--- config.mk ---
export PLATFORM = sky130hd
export DESIGN_NAME = ucsbece154a_mcontroller
export DESIGN_NICKNAME = d
export VERILOG_FILES = /design/src/rtl/ucsbece154a_mcontroller_pkg.sv /design/src/rtl/ucsbece154a_mcontroller_aludec.sv /design/src/rtl/ucsbece154a_mcontroller.sv
export SDC_FILE = /design/constraint.sdc
export NUM_CORES = 1
export LEC_CHECK = 0
export CORE_MARGIN = 3
export CORE_UTILIZATION = 34
export CTS_CLUSTER_SIZE = 24
export DETAILED_ROUTE_END_ITERATION = 16
export PLACE_DENSITY = 0.81
export SYNTH_ARGS = -nofsm -noshare
export SYNTH_HDL_FRONTEND = slang
export SYNTH_SLANG_ARGS = --single-unit
--- constraint.sdc ---
create_clock -name clk -period 3.1 [get_ports clk]
set_input_delay 0.62 -clock clk [delete_from_list [all_inputs] [get_ports clk]]
set_output_delay 0.62 -clock clk [all_outputs]
set_load 0.01 [all_outputs]
--- src/rtl/ucsbece154a_mcontroller_pkg.sv ---
// Shared state encodings, opcode/funct3 constants and mux select codes for the
// multicycle controller and its ALU decoder.
package ucsbece154a_mcontroller_pkg;

    typedef enum logic [3:0] {
        StFetch    = 4'd0,
        StDecode   = 4'd1,
        StMemAdr   = 4'd2,
        StMemRead  = 4'd3,
        StMemWb    = 4'd4,
        StMemWrite = 4'd5,
        StExecuteR = 4'd6,
        StExecuteI = 4'd7,
        StAluWb    = 4'd8,
        StBeq      = 4'd9,
        StJal      = 4'd10,
        StLui      = 4'd11,
        StError    = 4'd15
    } state_e;

    typedef enum logic [1:0] {
        AluOpMem   = 2'b00,
        AluOpBeq   = 2'b01,
        AluOpOther = 2'b10
    } alu_op_e;

    localparam logic [6:0] OpLw    = 7'b0000011;
    localparam logic [6:0] OpSw    = 7'b0100011;
    localparam logic [6:0] OpRtype = 7'b0110011;
    localparam logic [6:0] OpItype = 7'b0010011;
    localparam logic [6:0] OpBeq   = 7'b1100011;
    localparam logic [6:0] OpJal   = 7'b1101111;
    localparam logic [6:0] OpLui   = 7'b0110111;

    localparam logic [2:0] Funct3AddSub = 3'b000;
    localparam logic [2:0] Funct3Slt    = 3'b010;
    localparam logic [2:0] Funct3Or     = 3'b110;
    localparam logic [2:0] Funct3And    = 3'b111;

    localparam logic [2:0] AluCtlAdd = 3'b000;
    localparam logic [2:0] AluCtlSub = 3'b001;
    localparam logic [2:0] AluCtlSlt = 3'b010;
    localparam logic [2:0] AluCtlOr  = 3'b011;
    localparam logic [2:0] AluCtlAnd = 3'b100;

    localparam logic [2:0] ImmI = 3'b000;
    localparam logic [2:0] ImmS = 3'b001;
    localparam logic [2:0] ImmB = 3'b010;
    localparam logic [2:0] ImmJ = 3'b011;
    localparam logic [2:0] ImmU = 3'b100;

    localparam logic [1:0] SrcAPc     = 2'b00;
    localparam logic [1:0] SrcAOldPc  = 2'b01;
    localparam logic [1:0] SrcARd1    = 2'b10;
    localparam logic [1:0] SrcAZero   = 2'b11;
    localparam logic [1:0] SrcBRd2    = 2'b00;
    localparam logic [1:0] SrcBImm    = 2'b01;
    localparam logic [1:0] SrcBFour   = 2'b10;
    localparam logic [1:0] ResAluOut  = 2'b00;
    localparam logic [1:0] ResData    = 2'b01;
    localparam logic [1:0] ResAluRslt = 2'b10;

    function automatic logic [2:0] imm_src(input logic [6:0] op);
        unique case (op)
            OpSw:    return ImmS;
            OpBeq:   return ImmB;
            OpJal:   return ImmJ;
            OpLui:   return ImmU;
            default: return ImmI;
        endcase
    endfunction

endpackage

--- src/rtl/ucsbece154a_mcontroller_aludec.sv ---
// Combinational ALU decoder: ALUOp plus funct3/funct7b5/op[5] to ALUControl.
module ucsbece154a_mcontroller_aludec
    import ucsbece154a_mcontroller_pkg::*;
(
    input  alu_op_e    alu_op_i,
    input  logic [2:0] funct3_i,
    input  logic       funct7b5_i,
    input  logic       op5_i,
    output logic [2:0] alu_control_o
);

    always_comb begin
        alu_control_o = AluCtlAdd;
        unique case (alu_op_i)
            AluOpMem: alu_control_o = AluCtlAdd;
            AluOpBeq: alu_control_o = AluCtlSub;
            default: begin
                unique case (funct3_i)
                    // addi never subtracts even when instr[30] happens to be set
                    Funct3AddSub: alu_control_o = (funct7b5_i & op5_i) ? AluCtlSub : AluCtlAdd;
                    Funct3Slt:    alu_control_o = AluCtlSlt;
                    Funct3Or:     alu_control_o = AluCtlOr;
                    Funct3And:    alu_control_o = AluCtlAnd;
                    default:      alu_control_o = AluCtlAdd;
                endcase
            end
        endcase
    end

endmodule

--- src/rtl/ucsbece154a_mcontroller.sv ---
// Multicycle RV32I control FSM (lw, sw, R, I-ALU, beq, jal, lui).
// Define UCSBECE154A_MEM_READY_EN to add mem_ready_i wait states on memory accesses.
module ucsbece154a_mcontroller
    import ucsbece154a_mcontroller_pkg::*;
(
    input  logic       clk,
    input  logic       reset,
`ifdef UCSBECE154A_MEM_READY_EN
    input  logic       mem_ready_i,
`endif
    input  logic [6:0] op_i,
    input  logic [2:0] funct3_i,
    input  logic       funct7b5_i,
    input  logic       zero_i,
    output logic       PCWrite_o,
    output logic       AdrSrc_o,
    output logic       MemWrite_o,
    output logic       IRWrite_o,
    output logic [1:0] ResultSrc_o,
    output logic [1:0] ALUSrcA_o,
    output logic [1:0] ALUSrcB_o,
    output logic       RegWrite_o,
    output logic [2:0] ALUControl_o,
    output logic [2:0] ImmSrc_o,
    output logic       error_o,
    output logic [3:0] state_o
);

    state_e  state_q, state_d;
    alu_op_e alu_op;
    logic    ready;
    logic    pc_update, branch, ir_write, mem_write, reg_write;

`ifdef UCSBECE154A_MEM_READY_EN
    assign ready = mem_ready_i;
`else
    assign ready = 1'b1;
`endif

    always_ff @(posedge clk or negedge reset) begin
        if (!reset) state_q <= StFetch;
        else        state_q <= state_d;
    end

    always_comb begin
        state_d = state_q;
        unique case (state_q)
            StFetch:    state_d = ready ? StDecode : StFetch;
            StDecode: begin
                unique case (op_i)
                    OpLw, OpSw: state_d = StMemAdr;
                    OpRtype:    state_d = StExecuteR;
                    OpItype:    state_d = StExecuteI;
                    OpBeq:      state_d = StBeq;
                    OpJal:      state_d = StJal;
                    OpLui:      state_d = StLui;
                    default:    state_d = StError;
                endcase
            end
            StMemAdr:   state_d = (op_i == OpSw) ? StMemWrite : StMemRead;
            StMemRead:  state_d = ready ? StMemWb : StMemRead;
            StMemWb:    state_d = StFetch;
            StMemWrite: state_d = ready ? StFetch : StMemWrite;
            StExecuteR: state_d = StAluWb;
            StExecuteI: state_d = StAluWb;
            StAluWb:    state_d = StFetch;
            StBeq:      state_d = StFetch;
            StJal:      state_d = StAluWb;
            StLui:      state_d = StAluWb;
            StError:    state_d = StError;
            default:    state_d = StError;
        endcase
    end

    always_comb begin
        pc_update   = 1'b0;
        branch      = 1'b0;
        ir_write    = 1'b0;
        mem_write   = 1'b0;
        reg_write   = 1'b0;
        AdrSrc_o    = 1'b0;
        ResultSrc_o = ResAluOut;
        ALUSrcA_o   = SrcAPc;
        ALUSrcB_o   = SrcBRd2;
        alu_op      = AluOpMem;
        unique case (state_q)
            StFetch: begin
                ir_write    = ready;
                pc_update   = ready;
                ALUSrcB_o   = SrcBFour;
                ResultSrc_o = ResAluRslt;
            end
            StDecode: begin
                ALUSrcA_o = SrcAOldPc;
                ALUSrcB_o = SrcBImm;
            end
            StMemAdr: begin
                ALUSrcA_o = SrcARd1;
                ALUSrcB_o = SrcBImm;
            end
            StMemRead:  AdrSrc_o = 1'b1;
            StMemWb: begin
                ResultSrc_o = ResData;
                reg_write   = 1'b1;
            end
            StMemWrite: begin
                AdrSrc_o  = 1'b1;
                mem_write = 1'b1;
            end
            StExecuteR: begin
                ALUSrcA_o = SrcARd1;
                alu_op    = AluOpOther;
            end
            StExecuteI: begin
                ALUSrcA_o = SrcARd1;
                ALUSrcB_o = SrcBImm;
                alu_op    = AluOpOther;
            end
            StAluWb:    reg_write = 1'b1;
            StBeq: begin
                ALUSrcA_o = SrcARd1;
                alu_op    = AluOpBeq;
                branch    = 1'b1;
            end
            StJal: begin
                ALUSrcA_o = SrcAOldPc;
                ALUSrcB_o = SrcBFour;
                pc_update = 1'b1;
            end
            StLui: begin
                ALUSrcA_o = SrcAZero;
                ALUSrcB_o = SrcBImm;
            end
            default: ;
        endcase
    end

    ucsbece154a_mcontroller_aludec u_aludec (
        .alu_op_i      (alu_op),
        .funct3_i      (funct3_i),
        .funct7b5_i    (funct7b5_i),
        .op5_i         (op_i[5]),
        .alu_control_o (ALUControl_o)
    );

    // Strobes are gated by reset directly so nothing writes while reset is held.
    assign PCWrite_o  = reset & (pc_update | (branch & zero_i));
    assign IRWrite_o  = reset & ir_write;
    assign MemWrite_o = reset & mem_write;
    assign RegWrite_o = reset & reg_write;
    assign error_o    = reset & (state_q == StError);
    assign ImmSrc_o   = imm_src(op_i);
    assign state_o    = state_q;

endmodule

==> reports/metrics.cfg, run 1 <==
[critical_path]
cp.required_ns=2.48
r2r_end=state_o[2]
crit_start=op_i[4]
cp-start-kind=primary input
criticalPathCategory=primary input to primary output
crit_path_end_kind=primary output
rrSetupSlack_ns=1.51
cp_max_fo=6
rr_startpoint=state_o[0]
crit_path_end=ImmSrc_o[1]
cp.arrival_ns=2.30
r2r_cells=4

[yosys]
synth-edff-count=0
netlist_area_um2=604
synthCells=82
avgSynthCellArea_um2=7.37
yosysWarnings=0
synth-seq-cells=4
synthFlopType=dfrtp_1
yosysUniqueCellTypes=37
synthArstFlopShare=1.00
synth_seq_area_share=0.166
synth_nets=96

[floorplan]
ios=36
die_h_um=48.2
die_w_um=48.2
start_util=0.379
rows=14
core_um2=1590
dieArea_um2=2320

[power_and_ir_drop]
ir_drop_uv=208
swShare=0.244
combPwrFrac=0.264
seq_power_share=0.329
switching_power_uw=38.9
p_clk_frac=0.407
power_density_nw_per_um2=162
p_leak_nw=0.363
internal_power_uw=121

[clock_tree]
clock_path_buffers=2
root_buffer=clkbuf_4
cts_tree=built
numCtsBuffers=3
cts_hold_buffers=0
cts_resized=0
clk_pin_slew_ns=0.04
cts_sinks=4
clkLatencyLatePin_ns=0.24
htreeDepth=1
cts_setup_buffers=0

[cells_and_area]
antenna_cells=0
largest_reg_flops=4
drive_above_1_share=0.0940
area_growth_syn_to_layout_pct=62.5
final_nets=133
final_cells=141
finish.utilization=0.616

[drt]
viasPerCell=5.33
routed_wl_mm=1.76
dr_total_vias=751
drc=0
wl_per_cell_um=12.5
drt-initial-drc-count=10
dr.pass1.iters=4
ant_nets=0

[global_route]
grt_pass1_wl_mm=2.79
grt-ovfl-total=0
gr-usage-all-layers=0.173
grt_start_max_net_pins=18
first_global_vias=644
antenna_found_initial=0

[placed_design]
pre_cts_slack_ns=0.199
gp_congestion=0.864
hpwl_mm=1.44
place.port_buffers=35
placed_cells=138

[sta]
setup_slack_ns=0.175
worst_pin_slew_ns=0.532
min_period_ns=2.92
finalSetupViolations=0
fin_hold_ws_ns=0.643
finClkSkew_ns=0.00632
finalMaxSlewViolations=0
fin_tns_setup_ns=0
fmax_mhz=342
rsz0062_at_grt=false
finalHoldViolations=0
maxSlewHeadroom=0.643
timing.final.crit_share=0.944

[job]
drv_cap=0

[run_status]
status=finished, final reports clean

[worst_hold_path]
hold_class=primary input to async pin

[per-stage QoR]
stage / total power [mW] / instance area [um^2]
final: 0.159 / 982
after floorplan: 0.0679 / 604
after global placement: 0.0940 / 960
after global routing: 0.174 / 982
after CTS: 0.163 / 982
after detailed placement: 0.0951 / 960
[worst max-delay path, cell delays in order]
cell and delay (ns):
clkdlybuf4s50_1 0.51, and4b_1 0.35, nand2_1 0.09, nor2_1 0.17, clkdlybuf4s50_1 0.56
[routing by layer]
layer	GRT usage	vias to the layer above	share of wire
met5	0	-	0
met4	0.0806	0	0
met3	0.0554	0	0.050
met2	0.289	26	0.55
li1	-	377	-
met1	0.199	348	0.40
[Yosys cell counts (all sizes together), types with 3 or more instances]
cell    n  area, um^2
o21ai   3        15.0
nand2   7        26.3
nor2b   4        25.0
nand3   9        45.0
nand2b  5        38.8
nor2    8        30.0
dfrtp   4         100
buf     6        50.0
nor3    3        15.0
nor4    3        18.8
[power by group through the flow]
stage                     registers, mW  logic (mW)  clock network (mW)
final                            0.0525      0.0421              0.0649
after CTS                        0.0525      0.0420              0.0689
after global placement           0.0532      0.0409                   0
after global routing             0.0524      0.0457              0.0755
after detailed placement         0.0532      0.0419                   0
after floorplan                  0.0532      0.0147                   0
[cell usage in the layout, fill, tap and decap left out, drive strengths merged, types with 2 or more instances in the layout]
master	synthesis	final
buf	6	4
nor4	3	3
nor2b	4	4
a21oi	2	2
clkbuf	1	3
dfrtp	4	4
a21boi	2	2
nand2	7	7
nor2	8	8
a21o	2	2
or3	2	2
o21ai	3	3
clkdlybuf4s50	0	35
nand4	2	2
nand2b	5	5
and2	2	2
nor3b	2	2
nand3	9	9
nor3	3	3
[area by class of cell]
| type | count | area, um^2 |
|---|---|---|
| flip-flops and latches | 4 | 100 |
| fillers | 145 | 612 |
| well taps | 24 | 30.0 |
| repair buffers | 39 | 380 |
| clock buffers | 3 | 22.5 |
| multi-input cells | 71 | 449 |
[worst min path at each step]
stage,end,slack (ns),cells after the start
after global routing,state_o[2],0.66,1
final,state_o[0],0.64,1
after CTS,state_o[0],0.63,1
after floorplan,state_o[0],0.32,0
after detailed placement,state_o[2],0.71,2
after global placement,state_o[2],0.71,2
[kinds of logic (layout without fill, tap and decap cells)]
group           after synthesis  in the layout  synth area share
simple gates                 51             51             0.480
xor+xnor                      2              2            0.0290
flops                         4              4             0.166
buf+inv                       7             42            0.0911
compound gates               16             16             0.199
mux                           2              2            0.0352
(Power assumes the default switching activity.)
==> run 2, diff against run 1 <==
Clock period 3.1 ns to 3.2 ns, I/O delays scaled along.
==> results of run 2 <==
Same layout as run 1 (identical final DEF). Status: finished, final reports clean.
Among the figures that moved: setup slack after placement 0.199 ns -> 0.259 ns; setup slack after layout 0.175 ns -> 0.235 ns; hold slack 0.643 ns -> 0.663 ns; register-to-register setup slack 1.51 ns -> 1.61 ns; total power 0.159 mW -> 0.154 mW; worst IR drop on VDD 208 uV -> 202 uV
